==> src/rtl/cp0_nested_exc_if.sv <==
// Commit-stage exception, eret and mfc0/mtc0 bundle between the pipeline (master) and CP0 (slave).
// No handshake: every signal is valid each cycle; exc_req/exc_code/cp_rd are combinational from CP0.
interface cp0_nested_exc_if #(
    parameter int NUM_HW_INT = 6
);
    logic [NUM_HW_INT-1:0] hw_int;
    logic                  exc_sys;
    logic                  exc_ri;
    logic                  exc_ov;
    logic [31:0]           exc_epc;
    logic                  eret;
    logic                  cp_we;
    logic [4:0]            cp_wa;
    logic [31:0]           cp_wd;
    logic [4:0]            cp_ra;
    logic [31:0]           cp_rd;
    logic                  exc_req;
    logic [4:0]            exc_code;
    logic [31:0]           epc_out;
    logic [31:0]           status_out;
    logic [31:0]           cause_out;
    logic [2:0]            level_out;

    modport master (
        output hw_int, exc_sys, exc_ri, exc_ov, exc_epc, eret,
        output cp_we, cp_wa, cp_wd, cp_ra,
        input  cp_rd, exc_req, exc_code, epc_out, status_out, cause_out, level_out
    );

    modport slave (
        input  hw_int, exc_sys, exc_ri, exc_ov, exc_epc, eret,
        input  cp_we, cp_wa, cp_wd, cp_ra,
        output cp_rd, exc_req, exc_code, epc_out, status_out, cause_out, level_out
    );
endinterface

==> src/rtl/cp0_nested_exc.sv <==
// Nesting CP0 (Status/Cause/EPC stack); take/eret/mtc0 act at the next edge, mfc0 and exc_req are same-cycle.
// No backpressure: a take always wins and drops a same-cycle mtc0. Optional Count/Compare timer: CP0_TIMER_EN.
module cp0_nested_exc #(
    parameter int NUM_HW_INT = 6,
    parameter int NEST_DEPTH = 3
) (
    input logic             clk,
    input logic             rst,
    cp0_nested_exc_if.slave bus
);
    localparam int         IW       = (NEST_DEPTH > 1) ? $clog2(NEST_DEPTH) : 1;
    localparam logic [2:0] MAX_LVL  = 3'(NEST_DEPTH);
    localparam logic [4:0] CODE_INT = 5'd0;
    localparam logic [4:0] CODE_SYS = 5'd8;
    localparam logic [4:0] CODE_RI  = 5'd10;
    localparam logic [4:0] CODE_OV  = 5'd12;
    localparam logic [4:0] REG_STATUS = 5'd12;
    localparam logic [4:0] REG_CAUSE  = 5'd13;
    localparam logic [4:0] REG_EPC    = 5'd14;
`ifdef CP0_TIMER_EN
    localparam logic [4:0] REG_COUNT   = 5'd9;
    localparam logic [4:0] REG_COMPARE = 5'd11;
`endif

    logic                  ie_q, ie_d;
    logic [NEST_DEPTH-1:0] hist_q, hist_d;
    logic [7:0]            im_q, im_d;
    logic                  ovf_q, ovf_d;
    logic [4:0]            code_q, code_d;
    logic [1:0]            swip_q, swip_d;
    logic [NUM_HW_INT-1:0] ip_q;
    logic [2:0]            level_q, level_d;
    logic [31:0]           epc_q [NEST_DEPTH];
    logic [31:0]           epc_d [NEST_DEPTH];

    logic [5:0]    hw_ip;
    logic [7:0]    ip_all;
    logic          not_full;
    logic          int_pend;
    logic          take;
    logic          mtc0;
    logic [4:0]    req_code;
    logic [IW-1:0] top_idx;
    logic [IW-1:0] push_idx;
    logic [31:0]   status;
    logic [31:0]   cause;
    logic [31:0]   rd;

`ifdef CP0_TIMER_EN
    logic [31:0] count_q, count_d;
    logic [31:0] compare_q, compare_d;
    logic        tpend_q, tpend_d;
    logic        started_q;
`endif

    always_comb begin
        hw_ip = '0;
        hw_ip[NUM_HW_INT-1:0] = ip_q;
`ifdef CP0_TIMER_EN
        hw_ip[5] = tpend_q;
`endif
    end

    assign ip_all   = {hw_ip, swip_q};
    assign not_full = (level_q < MAX_LVL);
    assign int_pend = ie_q && not_full && |(ip_all & im_q);
    assign take     = bus.exc_ov | bus.exc_ri | bus.exc_sys | int_pend;
    assign mtc0     = bus.cp_we & ~take;

    always_comb begin
        req_code = CODE_INT;
        if (bus.exc_ov)       req_code = CODE_OV;
        else if (bus.exc_ri)  req_code = CODE_RI;
        else if (bus.exc_sys) req_code = CODE_SYS;
    end

    // At full depth only a synchronous exception can take; it reuses the top slot.
    assign top_idx  = (level_q == 3'd0) ? '0 : IW'(level_q - 3'd1);
    assign push_idx = not_full ? IW'(level_q) : IW'(NEST_DEPTH - 1);

    always_comb begin
        ie_d    = ie_q;
        hist_d  = hist_q;
        im_d    = im_q;
        ovf_d   = ovf_q;
        code_d  = code_q;
        swip_d  = swip_q;
        level_d = level_q;
        epc_d   = epc_q;
        if (take) begin
            epc_d[push_idx] = bus.exc_epc;
            if (not_full) level_d = level_q + 3'd1;
            else          ovf_d   = 1'b1;
            hist_d = NEST_DEPTH'({hist_q, ie_q});
            ie_d   = 1'b0;
            code_d = req_code;
        end else begin
            if (bus.eret && level_q != 3'd0) begin
                ie_d    = hist_q[0];
                hist_d  = hist_q >> 1;
                level_d = level_q - 3'd1;
            end
            // Applied after eret so a Status write overrides the restored IE.
            if (mtc0) begin
                case (bus.cp_wa)
                    REG_STATUS: begin
                        ie_d = bus.cp_wd[0];
                        im_d = bus.cp_wd[15:8];
                        if (bus.cp_wd[31]) ovf_d = 1'b0;
                    end
                    REG_CAUSE: swip_d         = bus.cp_wd[9:8];
                    REG_EPC:   epc_d[top_idx] = bus.cp_wd;
                    default: ;
                endcase
            end
        end
    end

    always_ff @(posedge clk or posedge rst) begin
        if (rst) begin
            ie_q    <= 1'b0;
            hist_q  <= '0;
            im_q    <= '0;
            ovf_q   <= 1'b0;
            code_q  <= '0;
            swip_q  <= '0;
            ip_q    <= '0;
            level_q <= '0;
            for (int i = 0; i < NEST_DEPTH; i++) epc_q[i] <= '0;
        end else begin
            ie_q    <= ie_d;
            hist_q  <= hist_d;
            im_q    <= im_d;
            ovf_q   <= ovf_d;
            code_q  <= code_d;
            swip_q  <= swip_d;
            ip_q    <= bus.hw_int;
            level_q <= level_d;
            epc_q   <= epc_d;
        end
    end

`ifdef CP0_TIMER_EN
    always_comb begin
        count_d   = count_q + 32'd1;
        compare_d = compare_q;
        tpend_d   = tpend_q;
        // started_q masks the Count==Compare==0 match right after reset.
        if (started_q && count_q == compare_q) tpend_d = 1'b1;
        if (mtc0 && bus.cp_wa == REG_COUNT) count_d = bus.cp_wd;
        if (mtc0 && bus.cp_wa == REG_COMPARE) begin
            compare_d = bus.cp_wd;
            tpend_d   = 1'b0;
        end
    end

    always_ff @(posedge clk or posedge rst) begin
        if (rst) begin
            count_q   <= '0;
            compare_q <= '0;
            tpend_q   <= 1'b0;
            started_q <= 1'b0;
        end else begin
            count_q   <= count_d;
            compare_q <= compare_d;
            tpend_q   <= tpend_d;
            started_q <= 1'b1;
        end
    end
`endif

    always_comb begin
        status = '0;
        status[0]               = ie_q;
        status[4 +: NEST_DEPTH] = hist_q;
        status[15:8]            = im_q;
        status[31]              = ovf_q;
    end

    assign cause = {16'd0, hw_ip, swip_q, 1'b0, code_q, 2'b00};

    always_comb begin
        case (bus.cp_ra)
            REG_STATUS:  rd = status;
            REG_CAUSE:   rd = cause;
            REG_EPC:     rd = epc_q[top_idx];
`ifdef CP0_TIMER_EN
            REG_COUNT:   rd = count_q;
            REG_COMPARE: rd = compare_q;
`endif
            default:     rd = '0;
        endcase
    end

    assign bus.cp_rd      = rd;
    assign bus.exc_req    = take;
    assign bus.exc_code   = req_code;
    assign bus.epc_out    = epc_q[top_idx];
    assign bus.status_out = status;
    assign bus.cause_out  = cause;
    assign bus.level_out  = level_q;
endmodule

==> src/flat_wrapper.sv <==
// flat-port wrapper written by rule: the top's interface ports become plain ports
module cp0_nested_exc_flat 
#(
    parameter int NUM_HW_INT = 6,
    parameter int NEST_DEPTH = 3
)
  (clk, rst, bus_hw_int, bus_exc_sys, bus_exc_ri, bus_exc_ov, bus_exc_epc, bus_eret, bus_cp_we, bus_cp_wa, bus_cp_wd, bus_cp_ra, bus_cp_rd, bus_exc_req, bus_exc_code, bus_epc_out, bus_status_out, bus_cause_out, bus_level_out);
  cp0_nested_exc_if #(.NUM_HW_INT(NUM_HW_INT)) bus_i ();
  input logic clk;
  input logic rst;
  input wire logic [$bits(bus_i.hw_int)-1:0] bus_hw_int;
  input wire logic [$bits(bus_i.exc_sys)-1:0] bus_exc_sys;
  input wire logic [$bits(bus_i.exc_ri)-1:0] bus_exc_ri;
  input wire logic [$bits(bus_i.exc_ov)-1:0] bus_exc_ov;
  input wire logic [$bits(bus_i.exc_epc)-1:0] bus_exc_epc;
  input wire logic [$bits(bus_i.eret)-1:0] bus_eret;
  input wire logic [$bits(bus_i.cp_we)-1:0] bus_cp_we;
  input wire logic [$bits(bus_i.cp_wa)-1:0] bus_cp_wa;
  input wire logic [$bits(bus_i.cp_wd)-1:0] bus_cp_wd;
  input wire logic [$bits(bus_i.cp_ra)-1:0] bus_cp_ra;
  output wire logic [$bits(bus_i.cp_rd)-1:0] bus_cp_rd;
  output wire logic [$bits(bus_i.exc_req)-1:0] bus_exc_req;
  output wire logic [$bits(bus_i.exc_code)-1:0] bus_exc_code;
  output wire logic [$bits(bus_i.epc_out)-1:0] bus_epc_out;
  output wire logic [$bits(bus_i.status_out)-1:0] bus_status_out;
  output wire logic [$bits(bus_i.cause_out)-1:0] bus_cause_out;
  output wire logic [$bits(bus_i.level_out)-1:0] bus_level_out;
  assign bus_i.hw_int = bus_hw_int;
  assign bus_i.exc_sys = bus_exc_sys;
  assign bus_i.exc_ri = bus_exc_ri;
  assign bus_i.exc_ov = bus_exc_ov;
  assign bus_i.exc_epc = bus_exc_epc;
  assign bus_i.eret = bus_eret;
  assign bus_i.cp_we = bus_cp_we;
  assign bus_i.cp_wa = bus_cp_wa;
  assign bus_i.cp_wd = bus_cp_wd;
  assign bus_i.cp_ra = bus_cp_ra;
  assign bus_cp_rd = bus_i.cp_rd;
  assign bus_exc_req = bus_i.exc_req;
  assign bus_exc_code = bus_i.exc_code;
  assign bus_epc_out = bus_i.epc_out;
  assign bus_status_out = bus_i.status_out;
  assign bus_cause_out = bus_i.cause_out;
  assign bus_level_out = bus_i.level_out;
  cp0_nested_exc #(.NUM_HW_INT(NUM_HW_INT), .NEST_DEPTH(NEST_DEPTH)) u_core (.clk(clk), .rst(rst), .bus(bus_i));
endmodule
==> config.mk <==
export PLATFORM = sky130hd
export DESIGN_NAME = cp0_nested_exc_flat
export DESIGN_NICKNAME = d
export VERILOG_FILES = /design/src/rtl/cp0_nested_exc_if.sv /design/src/rtl/cp0_nested_exc.sv /design/src/flat_wrapper.sv
export SDC_FILE = /design/constraint.sdc
export NUM_CORES = 1
export LEC_CHECK = 0
export ABC_AREA = 0
export BUFFER_PORTS_ARGS = -buffer_cell sky130_fd_sc_hd__buf_2
export CAP_MARGIN = 5
export CORE_ASPECT_RATIO = 1.5
export CORE_UTILIZATION = 52
export CTS_CLUSTER_DIAMETER = 200
export CTS_CLUSTER_SIZE = 30
export DETAILED_ROUTE_END_ITERATION = 6
export GPL_TIMING_DRIVEN = 0
export PLACE_DENSITY = 0.81
export SYNTH_ARGS = -nofsm -noshare
export SYNTH_HDL_FRONTEND = slang
export SYNTH_SLANG_ARGS = --single-unit
export TNS_END_PERCENT = 1
==> constraint.sdc <==
create_clock -name clk -period 4 [get_ports clk]
set_input_delay 0 -clock clk [delete_from_list [all_inputs] [get_ports clk]]
set_output_delay 0 -clock clk [all_outputs]
set_load 0.05 [all_outputs]
# Word level (Yosys, flattened, before mapping)
# Cells that the tools add are included.
dict set report op_classes {
  n_bitwise 8
  n_mux 32
  reduce_logical 18
  magnitude_cmp 5
  addsub 2
  eq_ne 8
}
# cell n
set ops {}
lappend ops {{96-bit two-way mux} 3}
lappend ops {{96-bit bitwise mux} 2}
lappend ops {{32-bit demux with 2-bit select} 2}
lappend ops {{32-bit two-way mux} 4}
lappend ops {{32-bit one-hot mux with 3 select lines} 1}
lappend ops {{32-bit binary-select mux with 2-bit select} 1}
lappend ops {{5-bit by 4-bit == test with 1-bit output (second input constant)} 6}
lappend ops {{3-bit two-way mux} 5}
lappend ops {{5-bit two-way mux} 2}
lappend ops {{2-bit nonzero test} 5}
lappend ops {{1-bit two-way mux} 9}
lappend ops {{8-bit bitwise AND} 1}
lappend ops {{8-bit OR reduction} 1}
lappend ops {{3-bit greater-or-equal comparator (second input constant)} 2}
lappend ops {{3-bit by 1-bit less-than comparator with 1-bit output (second input constant)} 2}
lappend ops {{2-bit inverter with 3-bit output} 2}
lappend ops {{3-bit AND reduction} 2}
lappend ops {{1-bit logical AND} 5}
lappend ops {{2-bit two-way mux} 2}
lappend ops {{4-bit two-way mux} 1}
lappend ops {{2-bit AND reduction} 2}
lappend ops {{4-bit AND reduction} 1}
lappend ops {{3-bit by 1-bit adder with 3-bit output (second input constant)} 1}
lappend ops {{3-bit logical NOT} 1}
lappend ops {{8 further kinds} 10}
dict set report word_totals {
  register_bits 125
  out_inout_bits 137
  inputBits 87
}

# Logic depth before layout (Yosys ltp)
dict set report logic_depth {
  ltp_word 11
  depth_mapped 11
  depth_no_buf 9
}

# Worst setup path after synthesis
# OpenSTA, ideal clock, no wires.
dict set report synth_timing {
  path_type {flip-flop to output port}
  start {reg u_core.level_q[0], in the netlist u_core.bus.level_out[0]}
  end {out bus_cp_rd[10]}
  path_slack_ps 653
  path_stages_with_launch 12
  arrival_time_ps 3347
  n_path_buf 2
  path_cell_list {dfrtp_1 -> inv_1 -> ha_1 -> ha_1 -> nor2_1 -> and2_1 -> clkbuf_1 -> buf_2 -> nand2_1 -> o21ai_1 -> nand2_1 -> o21ai_1}
}
dict set report synth_between {
  elab_chain_cells 7
}
# item line
set synth_lines {}
lappend synth_lines {{from (decl)} cp0_nested_exc.sv:32} ;# logic [2:0] level_q, level_d;
lappend synth_lines {{from (signal assigned)} cp0_nested_exc.sv:138} ;# level_q <= level_d;
lappend synth_lines {{3-bit by 1-bit subtractor with 3-bit output or 3-bit logical NOT (tied branches)} cp0_nested_exc.sv:78} ;# assign top_idx = (level_q == 3'd0) ? '0 : IW'(level_q - 3'd1);
lappend synth_lines {{2-bit two-way mux *} cp0_nested_exc.sv:78}
lappend synth_lines {{2-bit inverter with 3-bit output *} n/a}
lappend synth_lines {{32-bit binary-select mux with 2-bit select *} n/a}
lappend synth_lines {{32-bit two-way mux * (2 in a row)} n/a}
lappend synth_lines {{named net bus_epc_out[10]} flat_wrapper.sv:24} ;# output wire logic [$bits(bus_i.epc_out)-1:0] bus_epc_out;
lappend synth_lines {{32-bit one-hot mux with 3 select lines *} cp0_nested_exc.sv:183} ;# case (bus.cp_ra)
lappend synth_lines {{to (decl)} flat_wrapper.sv:21} ;# output wire logic [$bits(bus_i.cp_rd)-1:0] bus_cp_rd;
# The timed path passes the listed nets; every way through them passes the cells marked *. The select of a mux whose other input is x is not followed.

# Final worst setup path
dict set report layout_timing {
  start {reg u_core.level_q[0], in the netlist u_core.bus.level_out[0]}
  end {out bus_cp_rd[14]}
}
dict set report layout_between {
  elab_chain_cells 7
}
# item line
set layout_lines {}
lappend layout_lines {{3-bit by 1-bit subtractor with 3-bit output or 3-bit logical NOT (tied branches)} cp0_nested_exc.sv:78}
lappend layout_lines {{2-bit two-way mux *} cp0_nested_exc.sv:78}
lappend layout_lines {{2-bit inverter with 3-bit output (implied by the code) *} cp0_nested_exc.sv:186} ;# REG_EPC: rd = epc_q[top_idx];
lappend layout_lines {{32-bit binary-select mux with 2-bit select *} cp0_nested_exc.sv:186}
lappend layout_lines {{32-bit two-way mux (implied by the code) * (2 in a row)} cp0_nested_exc.sv:186}
lappend layout_lines {{32-bit one-hot mux with 3 select lines *} cp0_nested_exc.sv:183}
# Every way passes the cells marked *; elsewhere a longest branch is shown, timed or not. The select of a mux whose other input is x is not followed.

==> flow_summary_export.csv <==
group,metric,value,unit
run_status,status,"finished, violations left",
run_status,violations,"DRC",
finish,diodes,0,
grt,grt_pass1_wl,41300,µm
sta,whs,0.0121,ns
worst_setup_path,crit_chain,"inv_1 -> ha_1 -> ha_1 -> nor2_1 -> and2_1 -> clkbuf_1 -> buf_2 -> nand2_1 -> o21ai_1 -> nand2_1 -> o21ai_1 -> buf_2",
grt,grt_start_max_net_pins,63,
synth,synthCells,799,
worst_setup_path,crit_arrival,3.64,ns
route,wl_per_cell,20.0,µm
sta,relSlewSlack,51.0,%
route,drt_iter0_drc,905,
synth,ys_types,48,
hold_path,min_path_type,"primary input to flop",
worst_setup_path,cp_max_fo,10,
sta,slew_viol_final,0,
sta,tns,0,ns
worst_setup_path,cp.depth,12,
cts,cts.sinks,123,
cts,cts_buffer_depth,2,
floorplan,start_util,53.7,%
finish,layout-drive-gt1-share,29.1,%
worst_setup_path,cp_slowest_stage_delay,0.47,ns
route,num_vias,7867,
floorplan,io_pins,224,
route,wl,26500,µm
synth,synth_flop_cell,"dfrtp_1",
synth,netlist_area,0.00730,mm²
floorplan,die_y,147,µm
power_and_ir_drop,powerDensity,855,mW/mm²
finish,area_delta_synth_final,41.5,%
synth,ys_ff_latch,123,
placed_design,gp_congestion,0.952,
route,drt.antenna.violating_nets,0,
hold_path,min_to,"u_core.swip_q[1]$_DFFE_PP0P_",
worst_setup_path,critPathSlowestCell,"dfrtp_1",
cts,cts.clk_slew.worst_paths,0.06,ns
worst_setup_path,crit_type,"flop to output pin",
sta,fmax,275,MHz
synth,synth-async-reset-ratio,100,%
hold_path,min_from,"bus_cp_wa[1]",
worst_setup_path,worst-r2r-setup-slack,0.58,ns
grt,overflow,0,
placed_design,hpwlAfterDp,16800,µm
worst_setup_path,timing.rr.start,"u_core.bus.level_out[0]$_DFFE_PP0P_",
floorplan,fp.dieW,98.7,µm
synth,syn_avg_cell_area,9.13,µm²
grt,grt_pass1_vias,7776,
synth,synthTopCellsByArea,"dfrtp_1 (42%), nand2_1 (8.2%), a2bb2oi_1 (7.7%), a221oi_2 (6.2%), mux2i_1 (6.0%)",
cts,cts_tree,"built",
cts,cts_buffers,17,
synth,yosysWarnings,0,
cts,h-tree-depth,4,
finish,fin_nets,1241,
sta,finalHoldViolations,0,
floorplan,die_area,0.0145,mm²
finish,seq_area,0.00308,mm²
synth,synth_edf_count,0,
cts,insertion_delay,0.42,ns
floorplan,core_area,0.0136,mm²
cts,ctsRootBufferMaster,"clkbuf_16",
synth,seq_area_frac_synth,42.2,%
sta,fin_crit,3.64,ns
route,dr.pass1.iters,7,
finish,finalNonFillerCells,1323,
floorplan,placementRows,52,
synth,yosys.area.top_type_share,42.2,%
worst_setup_path,end_kind,"output pin",
finish,multiInputGateArea,0.00361,mm²
sta,fin_crit_sh,90.9,%
synth,synth_common_cells,"nand2_1 (159), dfrtp_1 (123), o21ai_0 (66)",
placed_design,dp.cells,1185,
worst_setup_path,critPathRequiredTime,4.00,ns
route,avgViaCountPerCell,5.95,
run,maxCapViolations,0,
finish,fill_cells,929,
grt,grt_use_total,37.2,%
power_and_ir_drop,leakage,5.05,nW
sta,clock_skew,0.00723,ns
placed_design,io_buffers,181,
worst_setup_path,crit_family,"buffers and inverters",
synth,yosysTopAreaCell,"dfrtp_1",
sta,tightest_slew,0.735,ns
worst_setup_path,rr_worst_depth,11,
worst_setup_path,critPathBufInv,4,
synth,yosysMostFrequentCell,"nand2_1",
sta,rsz0062_at_grt,"false",
sta,setup_viol,0,
hold_path,hold_depth,4,
worst_setup_path,reg2reg_to,"u_core.epc_q[68]$_DFFE_PP0P_",
route,drcViolationCount,2,
grt,grt_antenna_before_repair,0,
worst_setup_path,crit_path_start_kind,"flop",
power_and_ir_drop,irDropWorstVdd,0.558,mV
## state kept, by name (all words and copies together) (netlist names)
name and cells:
u_core.im_q 8, u_core.hw_ip 6, u_core.epc_q 96, u_core.ie_q 1, u_core.swip_q 2, u_core.ovf_q 1
u_core.bus.level_out 3, u_core.hist_q 3, u_core.code_q 3
## worst reg2reg max path: cells and delay by family, from the launching register on
kind	cells	cell delay, ns
simple gates	3	0.69
flops	1	0.47
compound gates	2	0.45
fa+ha+maj	2	0.51
buf+inv	4	1.17
## logic make-up (layout without fill, tap and decap cells)
family	after synthesis	count (layout)	share of synthesized area [%]
other	1	42	0.0514
multiplexers	55	55	7.89
flip-flops	123	123	42.2
buffers and inverters	142	463	10.6
AO/OA/AOI/OAI	232	232	24.3
AND/OR/NAND/NOR	241	241	14.1
adder cells (fa/ha/maj)	5	5	0.857
## what timing repair did
action	4_1_cts	5_1_grt
hold buffers	107	0
endpoints found under the setup margin	0	0
endpoints found under the hold margin	179	0
buffers inserted	0	0
resized for setup	0	0
## how the worst max path moves through the flow
stage          slack [ns]                                start                           end
2_1_floorplan        0.65  u_core.bus.level_out[0]$_DFFE_PP0P_                 bus_cp_rd[10]
3_3_place_gp        -0.78                                  rst  u_core.hist_q[2]$_DFFE_PP0P_
3_5_place_dp         1.04  u_core.bus.level_out[0]$_DFFE_PP0P_                 bus_cp_rd[14]
4_1_cts              0.57  u_core.bus.level_out[0]$_DFFE_PP0P_                 bus_cp_rd[14]
5_1_grt              0.23  u_core.bus.level_out[0]$_DFFE_PP0P_                 bus_cp_rd[14]
6_report             0.36  u_core.bus.level_out[0]$_DFFE_PP0P_                 bus_cp_rd[14]
## metrics by stage
stage                     area (µm²)  total power, mW  util (%)  setup slack, ns
after floorplan                 7450             5.49         -            0.653
after global placement          8560             6.52      63.0           -0.777
after detailed placement        8610             6.61      63.3             1.04
after CTS                      10300             8.65      75.9            0.568
after global routing           10300             9.14      75.9            0.233
final                          10300             8.83      75.9            0.364
## layout by cell type, fill, tap and decap left out, types with 3 or more instances in the layout
master         count
conb_1            42
o21ai_0           66
a22o_1             3
dlygate4sd3_1    107
ha_1               5
buf_6              3
clkbuf_1          29
dfrtp_1          123
a2bb2oi_1         64
a21oi_1            3
nor2_1            41
mux2i_1           44
bufinv_16          5
a22oi_1            4
mux2_2             8
buf_4             52
a31oi_1            4
clkbuf_16         17
inv_1             36
a221oi_2          30
o21ai_1           45
nand2_1          159
buf_2            203
and2_1            21
and3_1             3
## routing by layer
layer,GRT usage (%),vias to the layer above,share of wire [%]
met4,24.1,0,6.7
met5,0,-,0
met3,6.52,153,8.0
met1,43.0,3721,36
met2,63.4,577,50
li1,-,3416,-
## power by group
group	switching [mW]	internal, mW
Sequential	0.330	1.73
Combinational	3.36	1.70
Clock	0.582	1.13
Total	4.27	4.56
## cell type report
cell class	instances	area share, %
inverter	38	1.43
clock inverter	11	1.87
clock buffer	20	4.42
buffer	104	6.12
sequential	123	29.8
tap	162	1.96
timing repair buffer	290	19.5
multi-input combinational	575	34.9
No activity file was read; power rests on OpenSTA's default activity.
